===== src/rtl/fifo_pkg.sv =====
// Shared helpers for the FIFO width converters: counter sizing and LSB-first lane slicing.
package fifo_pkg;

  // Number of bits needed to index `value` distinct items.
  function automatic int clog2_int(input int value);
    int r;
    int v;
    r = 0;
    v = value - 1;
    while (v > 0) begin
      r++;
      v = v >> 1;
    end
    return r;
  endfunction

  // Lane 0 occupies the least significant bits of a packed word.
  function automatic int lane_lsb(input int lane, input int lane_width);
    return lane * lane_width;
  endfunction

endpackage


===== src/rtl/fifo_width_upsizer_if.sv =====
// Read side of the upstream FIFO and write side of the downstream FIFO.
// FIFO_WIDTH_UPSIZER_LAST_EN adds the in_last / out_last / out_keep sideband.
interface fifo_width_upsizer_if #(
  parameter int IN_WIDTH = 32,
  parameter int RATIO    = 4
);
  localparam int OUT_WIDTH = IN_WIDTH * RATIO;

  // Handshake: a word moves upstream when in_empty_n & in_read, downstream when
  // out_write & out_full_n; out_write/out_din hold steady until that happens.
  logic                 in_empty_n;
  logic                 in_read;
  logic [IN_WIDTH-1:0]  in_dout;
  logic                 out_full_n;
  logic                 out_write;
  logic [OUT_WIDTH-1:0] out_din;
`ifdef FIFO_WIDTH_UPSIZER_LAST_EN
  logic                 in_last;
  logic                 out_last;
  logic [RATIO-1:0]     out_keep;

  modport master (
    input  in_empty_n, in_dout, in_last, out_full_n,
    output in_read, out_write, out_din, out_last, out_keep
  );
  modport slave (
    output in_empty_n, in_dout, in_last, out_full_n,
    input  in_read, out_write, out_din, out_last, out_keep
  );
`else
  modport master (
    input  in_empty_n, in_dout, out_full_n,
    output in_read, out_write, out_din
  );
  modport slave (
    output in_empty_n, in_dout, out_full_n,
    input  in_read, out_write, out_din
  );
`endif

endinterface


===== src/rtl/fifo_width_upsizer_stream_out_reg.sv =====
// stream_out_reg: single-entry output holding register with a load/accept handshake.
module stream_out_reg #(
  parameter int WIDTH = 128
) (
  input  logic             clk,
  input  logic             reset_n,
  input  logic             load,
  input  logic [WIDTH-1:0] load_data,
  input  logic             full_n,
  output logic             load_ready,
  output logic             valid,
  output logic [WIDTH-1:0] data
);

  logic             valid_q, valid_d;
  logic [WIDTH-1:0] data_q, data_d;

  // A load in the same cycle as an accept keeps valid high for back-to-back words.
  always_comb begin
    valid_d = valid_q;
    data_d  = data_q;
    if (valid_q && full_n) valid_d = 1'b0;
    if (load) begin
      valid_d = 1'b1;
      data_d  = load_data;
    end
  end

  always_ff @(posedge clk or negedge reset_n) begin
    if (!reset_n) begin
      valid_q <= 1'b0;
      data_q  <= '0;
    end else begin
      valid_q <= valid_d;
      data_q  <= data_d;
    end
  end

  assign load_ready = ~valid_q | full_n;
  assign valid      = valid_q;
  assign data       = data_q;

endmodule


===== src/rtl/fifo_width_upsizer.sv =====
// Packs RATIO narrow FWFT-FIFO words into one wide word, lane 0 in the LSBs.
// FIFO_WIDTH_UPSIZER_LAST_EN enables early group completion on in_last with out_keep/out_last.
module fifo_width_upsizer
  import fifo_pkg::*;
#(
  parameter int IN_WIDTH  = 32,
  parameter int RATIO     = 4,
  parameter int CNT_WIDTH = 2
) (
  input logic                  clk,
  input logic                  reset_n,
  fifo_width_upsizer_if.master bus
);

  localparam int OUT_WIDTH = IN_WIDTH * RATIO;
  localparam int ACC_WIDTH = IN_WIDTH * (RATIO - 1);
`ifdef FIFO_WIDTH_UPSIZER_LAST_EN
  localparam int REG_WIDTH = OUT_WIDTH + 1 + RATIO;
`else
  localparam int REG_WIDTH = OUT_WIDTH;
`endif
  localparam logic [CNT_WIDTH-1:0] LAST_LANE = CNT_WIDTH'(RATIO - 1);

  if (RATIO < 2 || CNT_WIDTH < 1 || CNT_WIDTH < clog2_int(RATIO)) begin : g_param_check
    $error("fifo_width_upsizer: RATIO must be >= 2 and CNT_WIDTH wide enough to index RATIO lanes");
  end

  logic [CNT_WIDTH-1:0] count_q, count_d;
  logic [ACC_WIDTH-1:0] acc_q, acc_d;
  logic [OUT_WIDTH-1:0] acc_wide;
  logic [OUT_WIDTH-1:0] packed_word;
  logic                 completing;
  logic                 pop;
  logic                 load;
  logic                 reg_ready;
  logic                 out_valid;
  logic [REG_WIDTH-1:0] reg_in;
  logic [REG_WIDTH-1:0] reg_out;
`ifdef FIFO_WIDTH_UPSIZER_LAST_EN
  logic [RATIO-1:0]     keep_mask;
`endif

  always_comb begin
    completing = (count_q == LAST_LANE);
`ifdef FIFO_WIDTH_UPSIZER_LAST_EN
    completing = completing | bus.in_last;
    keep_mask  = '0;
`endif
    // Only a completing pop needs the output register; partial lanes have their own storage.
    pop  = bus.in_empty_n & (~completing | reg_ready);
    load = pop & completing;

    acc_wide    = {{IN_WIDTH{1'b0}}, acc_q};
    packed_word = '0;
    for (int k = 0; k < RATIO; k++) begin
      if (k < int'(count_q)) begin
        packed_word[lane_lsb(k, IN_WIDTH) +: IN_WIDTH] = acc_wide[lane_lsb(k, IN_WIDTH) +: IN_WIDTH];
`ifdef FIFO_WIDTH_UPSIZER_LAST_EN
        keep_mask[k] = 1'b1;
`endif
      end else if (k == int'(count_q)) begin
        packed_word[lane_lsb(k, IN_WIDTH) +: IN_WIDTH] = bus.in_dout;
`ifdef FIFO_WIDTH_UPSIZER_LAST_EN
        keep_mask[k] = 1'b1;
`endif
      end
    end

    count_d = count_q;
    if (pop) begin
      if (completing) begin
        count_d = '0;
      end else begin
        count_d = count_q + 1'b1;
        acc_wide[lane_lsb(int'(count_q), IN_WIDTH) +: IN_WIDTH] = bus.in_dout;
      end
    end
    acc_d = acc_wide[ACC_WIDTH-1:0];
  end

  always_ff @(posedge clk or negedge reset_n) begin
    if (!reset_n) begin
      count_q <= '0;
      acc_q   <= '0;
    end else begin
      count_q <= count_d;
      acc_q   <= acc_d;
    end
  end

`ifdef FIFO_WIDTH_UPSIZER_LAST_EN
  assign reg_in = {keep_mask, bus.in_last, packed_word};
`else
  assign reg_in = packed_word;
`endif

  stream_out_reg #(
    .WIDTH(REG_WIDTH)
  ) u_out_reg (
    .clk       (clk),
    .reset_n   (reset_n),
    .load      (load),
    .load_data (reg_in),
    .full_n    (bus.out_full_n),
    .load_ready(reg_ready),
    .valid     (out_valid),
    .data      (reg_out)
  );

  assign bus.in_read   = pop;
  assign bus.out_write = out_valid;
  assign bus.out_din   = reg_out[OUT_WIDTH-1:0];
`ifdef FIFO_WIDTH_UPSIZER_LAST_EN
  assign bus.out_last  = reg_out[OUT_WIDTH];
  assign bus.out_keep  = reg_out[OUT_WIDTH+1 +: RATIO];
`endif

endmodule


===== src/flat_wrapper.sv =====
// flat-port wrapper written by rule: the top's interface ports become plain ports
module fifo_width_upsizer_flat import fifo_pkg::*;
#(
  parameter int IN_WIDTH  = 32,
  parameter int RATIO     = 4,
  parameter int CNT_WIDTH = 2
)
  (clk, reset_n, bus_in_empty_n, bus_in_dout, bus_out_full_n, bus_in_read, bus_out_write, bus_out_din);
  fifo_width_upsizer_if #(.IN_WIDTH(IN_WIDTH), .RATIO(RATIO)) bus_i ();
  input logic clk;
  input logic reset_n;
  input wire logic [$bits(bus_i.in_empty_n)-1:0] bus_in_empty_n;
  input wire logic [$bits(bus_i.in_dout)-1:0] bus_in_dout;
  input wire logic [$bits(bus_i.out_full_n)-1:0] bus_out_full_n;
  output wire logic [$bits(bus_i.in_read)-1:0] bus_in_read;
  output wire logic [$bits(bus_i.out_write)-1:0] bus_out_write;
  output wire logic [$bits(bus_i.out_din)-1:0] bus_out_din;
  assign bus_i.in_empty_n = bus_in_empty_n;
  assign bus_i.in_dout = bus_in_dout;
  assign bus_i.out_full_n = bus_out_full_n;
  assign bus_in_read = bus_i.in_read;
  assign bus_out_write = bus_i.out_write;
  assign bus_out_din = bus_i.out_din;
  fifo_width_upsizer #(.IN_WIDTH(IN_WIDTH), .RATIO(RATIO), .CNT_WIDTH(CNT_WIDTH)) u_core (.clk(clk), .reset_n(reset_n), .bus(bus_i));
endmodule

===== config.mk =====
export PLATFORM = sky130hd
export DESIGN_NAME = fifo_width_upsizer_flat
export DESIGN_NICKNAME = d
export VERILOG_FILES = /design/src/rtl/fifo_pkg.sv /design/src/rtl/fifo_width_upsizer_if.sv /design/src/rtl/fifo_width_upsizer_stream_out_reg.sv /design/src/rtl/fifo_width_upsizer.sv /design/src/flat_wrapper.sv
export SDC_FILE = /design/constraint.sdc
export NUM_CORES = 1
export LEC_CHECK = 0
export CAP_MARGIN = 20
export CORE_MARGIN = 2
export CORE_UTILIZATION = 30
export DETAILED_ROUTE_END_ITERATION = 7
export PLACE_DENSITY_LB_ADDON = 0.05
export RECOVER_POWER = 25
export SKIP_CTS_REPAIR_TIMING = 1
export SLEW_MARGIN = 20
export SYNTH_ARGS = -nofsm -noshare
export SYNTH_HDL_FRONTEND = slang
export SYNTH_HIERARCHICAL = 1
export SYNTH_SLANG_ARGS = --single-unit

===== constraint.sdc =====
create_clock -name clk -period 3.13 [get_ports clk]
set_input_delay 0.939 -clock clk [delete_from_list [all_inputs] [get_ports clk]]
set_output_delay 0.939 -clock clk [all_outputs]
set_load 0.1 [all_outputs]

======== Word level (Yosys, flattened, before mapping) ========
Index checks and enable logic that the tools add are counted.
cells by class
  muxes and demuxes ....................... 11
  magnitude comparators ................... 3
  add/sub/neg operators ................... 2
  multiply operators ...................... 0
  eq/ne operators ......................... 4
  shift-type cells ........................ 2
  bitwise gates (word level) .............. 6
  div/mod/pow operators ................... 0
  reduce and logical (&&, ||, !) cells .... 4
operator list
  kind                                                                         number
  32-bit two-way mux                                                           7
  128-bit bitwise mux                                                          1
  32-bit by 33-bit variable shift with 128-bit output, first input constant    1
  32-bit by 33-bit indexed part select with 128-bit output                     1
  7-bit negation with 33-bit output                                            1
  2-bit == test, first input constant                                          2
  1-bit by 2-bit less-than comparator with 1-bit output, first input constant  2
  2-bit by 1-bit adder with 2-bit output, second input constant                1
  1-bit bitwise AND                                                            2
  1-bit by 2-bit == test with 1-bit output, first input constant               1
  2-bit == test, second input constant                                         1
  2-bit logical NOT                                                            1
  2-bit less-than comparator, first input constant                             1
  1-bit two-way mux                                                            2
  2-bit two-way mux                                                            1
  1-bit inverter                                                               2
  1-bit bitwise OR                                                             2
  2-bit AND reduction                                                          1
  2-bit nonzero test                                                           1
  1-bit logical AND                                                            1
word-level totals
  latch bits .............................. 0
  register bits ........................... 227
  input bits .............................. 36
  bits in writable memories ............... 0
  output and inout port bits .............. 130
  logic and storage cells ................. 36
  memory bits (read-only) ................. 0
  memories kept ........................... 0

======== Longest topological paths before layout ========
Gate-level depths: netlist of run 1.
  word-level depth ........................ 6
  gate-level depth with buffers ........... 10
  mapped depth without buffers ............ 5

======== Modules after synthesis ========
The synthesis of run 1 kept the hierarchy.
by module, submodules not included
  module              cells an instance  times used  sequential area each (um^2)  area an instance (um^2)
  fifo_width_upsizer  468                1           2452.4                       5009.8
  stream_out_reg      273                1           3228.1                       4833.4

======== Least setup slack after synthesis of run 1 ========
No wires, ideal clock.
  path kind ............................... input port to output port
  start ................................... in bus_out_full_n
  end ..................................... out bus_in_read
  data required time ...................... 2191 ps
  buffers on the path ..................... 0
  setup slack ............................. -439 ps
  data arrival time ....................... 2630 ps
  cell stages on the path ................. 3
  cells stage by stage .................... nand2b_1 -> inv_1 -> a21boi_1
between the ends
  word-level cells in the longest chain between the ends .. 3
RTL lines
  what               line                                     text
  from (decl)        flat_wrapper.sv:14                       input wire logic [$bits(bus_i.out_full_n)-1:0] bus_out_full_n;
  1-bit bitwise OR   fifo_width_upsizer_stream_out_reg.sv:39  assign load_ready = ~valid_q | full_n;
  1-bit bitwise OR   fifo_width_upsizer.sv:50                 pop = bus.in_empty_n & (~completing | reg_ready);
  1-bit bitwise AND  fifo_width_upsizer.sv:50
  to (decl)          flat_wrapper.sv:15                       output wire logic [$bits(bus_i.in_read)-1:0] bus_in_read;
Every way passes these cells.

======== Worst setup path in the final report of run 1 ========
  start ................................... in bus_out_full_n
  end ..................................... out bus_in_read
between the ends
  word-level cells in the longest chain between the ends .. 3
RTL lines
  what                  line                                     text
  1-bit bitwise OR      fifo_width_upsizer_stream_out_reg.sv:39
  via u_core.reg_ready  fifo_width_upsizer.sv:35                 logic reg_ready;
  1-bit bitwise OR      fifo_width_upsizer.sv:50
  1-bit bitwise AND     fifo_width_upsizer.sv:50
The timed path passes the listed nets, and every way through them passes these cells.

==> flow_summary.ini, run 1 <==
[die]
die_w_um = 185
row_count = 66
fp.dieArea_sq_um = 34300
fp.coreArea_sq_um = 32500
fp.dieH_um = 185
start_util_pct = 30.3
ios = 166

[placed_design]
placed_cells = 1318
dp_hpwl_um = 17000
gp_congestion = 0.709
portBuffers = 165

[setup_path]
critPathRequiredTime_ns = 2.19
rrSetupSlack_ns = 0.47
crit_type = input pin to output port
cp_max_fo = 3
worstPathArrival_ns = 2.11
reg2reg_to = u_core/acc_q[89]
worstReg2RegStart = u_core/count_q[0]
crit_path_end_kind = output port
worst_r2r_path_depth = 5
worstSetupStartpointType = input pin

[finish]
layout_common_cells = dfrtp_1, mux2_2, buf_4
drive_gt1_share_pct = 40.6
fillCellCount = 3124
layout_commonest_cell = dfrtp_1
post-route-util_pct = 38.9
stdcell_count = 1367
nNetsFinal = 946
area_delta_synth_final_pct = 28.2
diodes = 0

[sta]
relSlewSlack_pct = -34.0
skew_ns = 0.00981
totalNegativeSetupSlack_ns = 0
hold_viol_final = 0
max_freq_ghz = 0.328
tightest_slew_ns = 2.01
rsz0062_at_grt = no
fin_hold_ws_ns = 0.484
layout_min_cycle_time_ns = 3.05
finalSetupViolations = 0
period_share_pct = 97.4
slew_viol_final = 73

[synthesis]
syn_nets = 782
synth-seq-area-share_pct = 57.7
synth_warnings = 6
yosys.area.top_type = dfrtp_1
syn_inst = 741
yosysTopAreaCellShare_pct = 57.7
synth_cell_types = 28
netlist_area_sq_um = 9840
syn_area_per_cell_sq_um = 13.3
ys_ff_latch = 227
ys_top_cells_by_area = dfrtp_1, mux2_2, a22o_1

[job]
drv_cap = 1

[clocking]
htree_levels = 1
clock_sinks = 227
clkSlewWorstSetupHoldPaths_ns = 0.06
clock_latency_ns = 0.53
cts_tree = done
cts-buffers-inserted = 27
clockBufferDepth = 3
root_buffer = clkbuf_16

[drt]
drc = 0
drt_pass1_iterations = 5
vias_per_cell = 4.77
drt_iter0_markers = 294
antenna_left = 0
num_vias = 6520
wirelength_um = 27100
avgRoutedWirePerCell_um = 19.8

[grt]
grt_overflow = 0
antenna_found_initial = 0
track_usage_pct = 15.9
grt_max_degree = 75
grt_pass1_vias = 7016
grt_pass1_wl_um = 42200

[hold_path]
whs_path_depth = 2
hold_end = u_core/acc_q[43]
worstHoldPathType = flop to flop
min_from = u_core/acc_q[43]

[outcome]
failed_checks = max-capacitance violations, max-slew violations
outcome = finished, violations left
==> how the worst max path moves through the flow <==
| stage | endpoint | from | depth (start not counted) | slack [ns] |
|---|---|---|---|---|
| finish | bus_in_read | bus_out_full_n | 5 | 0.08 |
| global route | bus_in_read | bus_out_full_n | 5 | 0.03 |
| CTS | bus_in_read | bus_out_full_n | 5 | 0.07 |
| detailed placement | bus_in_read | bus_out_full_n | 5 | 0.07 |
| global placement | bus_in_read | bus_out_full_n | 5 | 0.05 |
| floorplan | bus_in_read | bus_out_full_n | 3 | 0.18 |
==> final cells by class <==
| type | count | area (sq um) | area share (%) |
|---|---|---|---|
| Clock buffer | 42 | 842 | 6.67 |
| Tap cell | 442 | 553 | 4.38 |
| Sequential cell | 227 | 5680 | 45.0 |
| Inverter | 3 | 11.3 | 0.0893 |
| Clock inverter | 7 | 85.1 | 0.674 |
| Timing Repair Buffer | 194 | 1620 | 12.8 |
| Multi-Input combinational cell | 452 | 3820 | 30.3 |
==> state kept, by name (all words and copies together), names as in the netlist <==
signal,cells
u_core/count_q,2
u_core/acc_q,96
u_core/u_out_reg/valid,1
u_core/u_out_reg/data,128
==> per-stage QoR <==
stage,setup WS [ns],instance area (sq um)
after floorplan,0.181,9850
after global placement,0.0519,11700
after detailed placement,0.0692,11700
after CTS,0.0653,12600
after global routing,0.0273,12600
final,0.0798,12600
==> kinds of logic (layout without fill, tap and decap cells) <==
group | after synthesis | after routing | synth area share, %
buf+inv | 62 | 246 | 3.90
mux | 162 | 162 | 18.5
flops | 227 | 227 | 57.7
fa+ha+maj | 5 | 5 | 0.636
simple gates | 124 | 124 | 6.41
compound gates | 161 | 161 | 12.8
==> cells in the mapped netlist <==
cell,number
a22o_1,121
ha_1,5
nand3b_1,2
buf_1,2
o21ai_1,25
nor4b_4,1
mux2_2,161
nand3_1,4
and3_1,1
nor4bb_1,1
and2b_4,1
buf_4,2
dfrtp_1,227
clkbuf_1,25
clkbuf_2,1
inv_1,3
o21ai_0,14
mux2i_1,1
and2_1,32
nor3b_1,1
buf_2,12
and3b_1,1
nand3b_4,1
nand2_1,74
nor2b_1,2
a21boi_1,1
buf_6,17
nand2b_1,3
==> worst max-delay path: stages <==
cell             delay [ns]
clkdlybuf4s50_1        0.50
nand2b_1               0.14
inv_1                  0.06
a21boi_2               0.24
buf_12                 0.21
==> routing by layer <==
layer  vias up  routed length, um  global-route usage, %
li1       3008                  -                      -
met1      3315              12200                   21.4
met2       162              12700                   26.1
met3        35               1630                   3.70
met4         0                490                   3.71
met5         -                  0                      0
Power of run 1 is left out: the tool's default activity adds up to more than one toggle a clock period on the data nets, which glitch-free logic cannot reach.
==> run 2, diff against run 1 <==
--- a/config.mk
+++ b/config.mk
@@ -5,7 +5,7 @@
 export SDC_FILE = /design/constraint.sdc
 export NUM_CORES = 1
 export LEC_CHECK = 0
-export CAP_MARGIN = 20
+export CAP_MARGIN = 5
 export CORE_MARGIN = 2
 export CORE_UTILIZATION = 30
 export DETAILED_ROUTE_END_ITERATION = 7
==> results of run 2 <==
No change in the layout: final DEF, timing and power equal those of run 1.
Power of run 2 is left out for the same reason.
==> run 3, diff against run 2 <==
--- a/config.mk
+++ b/config.mk
@@ -11,6 +11,7 @@
 export DETAILED_ROUTE_END_ITERATION = 7
 export PLACE_DENSITY_LB_ADDON = 0.05
 export RECOVER_POWER = 25
+export REMOVE_ABC_BUFFERS = 1
 export SKIP_CTS_REPAIR_TIMING = 1
 export SLEW_MARGIN = 20
 export SYNTH_ARGS = -nofsm -noshare
==> run 3 against run 2 <==
The flow now finishes without violations; via count grew 0.94%; first-iteration DRC count grew 0.68%; hold slack lost 0.0049 ns; flip-flop and latch count is the same; global-route usage grew 0.41 points; non-clock buffer count shrank 4; critical path depth is the same; die area is the same; critical path type unchanged; highest routed layer unchanged.
==> flow_summary.ini, run 3 (synthesis gave the netlist of run 1 again) <==
[outcome]
outcome = completed

[drt]
wl_met1_um = 12100
top_layer = met4
antenna_left = 0
drt_iter0_markers = 296
num_vias = 6581
wirelength_um = 27500
vias_per_cell = 4.82
wl_met3_um = 1540
avgRoutedWirePerCell_um = 20.2
wl_met2_um = 13400
drc = 0
drt_pass1_iterations = 4

[sta]
slew_viol_final = 0
period_share_pct = 96.9
finalSetupViolations = 0
totalNegativeSetupSlack_ns = 0
skew_ns = 0.00780
rsz0062_at_grt = no
relSlewSlack_pct = 6.07
max_freq_ghz = 0.330
tightest_slew_ns = 1.41
layout_min_cycle_time_ns = 3.03
hold_viol_final = 0

[die]
start_util_pct = 30.3
ios = 166
fp.dieH_um = 185
fp.coreArea_sq_um = 32500
row_count = 66
fp.dieArea_sq_um = 34300
die_w_um = 185

[grt]
grt_overflow = 0
grt_pass1_wl_um = 43100
grt_pass1_vias = 7207
antenna_found_initial = 0
track_usage_pct = 16.3
grt_max_degree = 68

[setup_path]
worst_r2r_path_depth = 6
cp_max_fo = 3
crit_path_start = bus_out_full_n
critPathRequiredTime_ns = 2.19
rrSetupSlack_ns = 0.62
reg2reg_to = u_core/acc_q[44]
crit_path_end_kind = output port
crit_path_end = bus_in_read
slowest_stage = clkdlybuf4s50_1
crit_type = input pin to output port
crit_chain = clkdlybuf4s50_1 -> nand2b_1 -> inv_1 -> a21boi_1 -> buf_12
worstReg2RegStart = u_core/count_q[1]
cp_slowest_stage_delay_ns = 0.45
worstSetupStartpointType = input pin
worstPathArrival_ns = 2.10

[clocking]
clockBufferDepth = 3
clock_latency_ns = 0.53
cts-buffers-inserted = 28
clkSlewWorstSetupHoldPaths_ns = 0.05
cts_tree = done
root_buffer = clkbuf_16
htree_levels = 1
clock_sinks = 227

[placed_design]
portBuffers = 165
gp_congestion = 0.701
placed_cells = 1314
dp_hpwl_um = 16700

[finish]
area_delta_synth_final_pct = 28.5
drive_gt1_share_pct = 40.5
fillCellCount = 3108
multi_input_area_sq_um = 3820
seqCellArea_sq_um = 5680
layout_commonest_cell = dfrtp_1
layout_common_cells = dfrtp_1, mux2_2, buf_4
stdcell_count = 1364
nNetsFinal = 943
largest_reg_flops = 128
diodes = 0

[hold_path]
worstHoldPathType = flop to flop

[job]
drv_cap = 0
-- run 3: changes by cell type in the layout (fill, tap and decap cells not counted) --
cell / delta
buf_2: +1
a21boi_2: -1
clkbuf_1: -1
clkbuf_2: +2
clkbuf_16: +2
bufinv_16: +1
a21boi_1: +1
clkbuf_8: -3
buf_4: -7
buf_12: +2
-- run 3: per-stage QoR --
stage / cell area, sq um / utilization (%) / hold WS [ns] / setup slack [ns]
3_5_place_dp: 11700 / 36.1 / 0.471 / 0.0991
6_report: 12600 / 39.0 / 0.479 / 0.0956
3_3_place_gp: 11700 / 36.1 / 0.464 / 0.118
2_1_floorplan: 9470 / - / 0.450 / -2.74
4_1_cts: 12700 / 39.1 / 0.335 / 0.0982
5_1_grt: 12600 / 39.0 / 0.510 / 0.0342
-- run 3: worst min-delay path by stage --
stage	start	to	slack, ns	cells past startpoint
2_1_floorplan	u_core/acc_q[43]	u_core/acc_q[43]	0.45	2
3_3_place_gp	u_core/acc_q[52]	u_core/acc_q[52]	0.46	2
3_5_place_dp	u_core/acc_q[43]	u_core/acc_q[43]	0.47	2
6_report	u_core/acc_q[43]	u_core/acc_q[43]	0.48	2
5_1_grt	u_core/acc_q[43]	u_core/acc_q[43]	0.51	2
4_1_cts	reset_n	u_core/u_out_reg/data[118]	0.33	1
-- run 3: area by class of cell --
class / count / area share (%)
repair buffers: 190 / 12.8
multi-input cells: 452 / 30.2
flip-flops and latches: 227 / 44.9
clock buffers: 42 / 6.76
inverters: 3 / 0.0890
clock inverters: 8 / 0.910
well taps: 442 / 4.37
-- run 3: routing by layer --
| layer | up-vias | GRT usage (%) |
|---|---|---|
| met2 | 176 | 27.8 |
| met4 | 0 | 4.16 |
| met1 | 3367 | 21.4 |
| met3 | 35 | 3.13 |
| li1 | 3003 | - |
| met5 | - | 0 |
-- run 3: worst max-delay path: cells and delay by family --
family          cells  cell delay, ns
buf+inv             3            0.72
compound gates      1            0.29
simple gates        1            0.14
Power of run 3 is left out for the same reason.
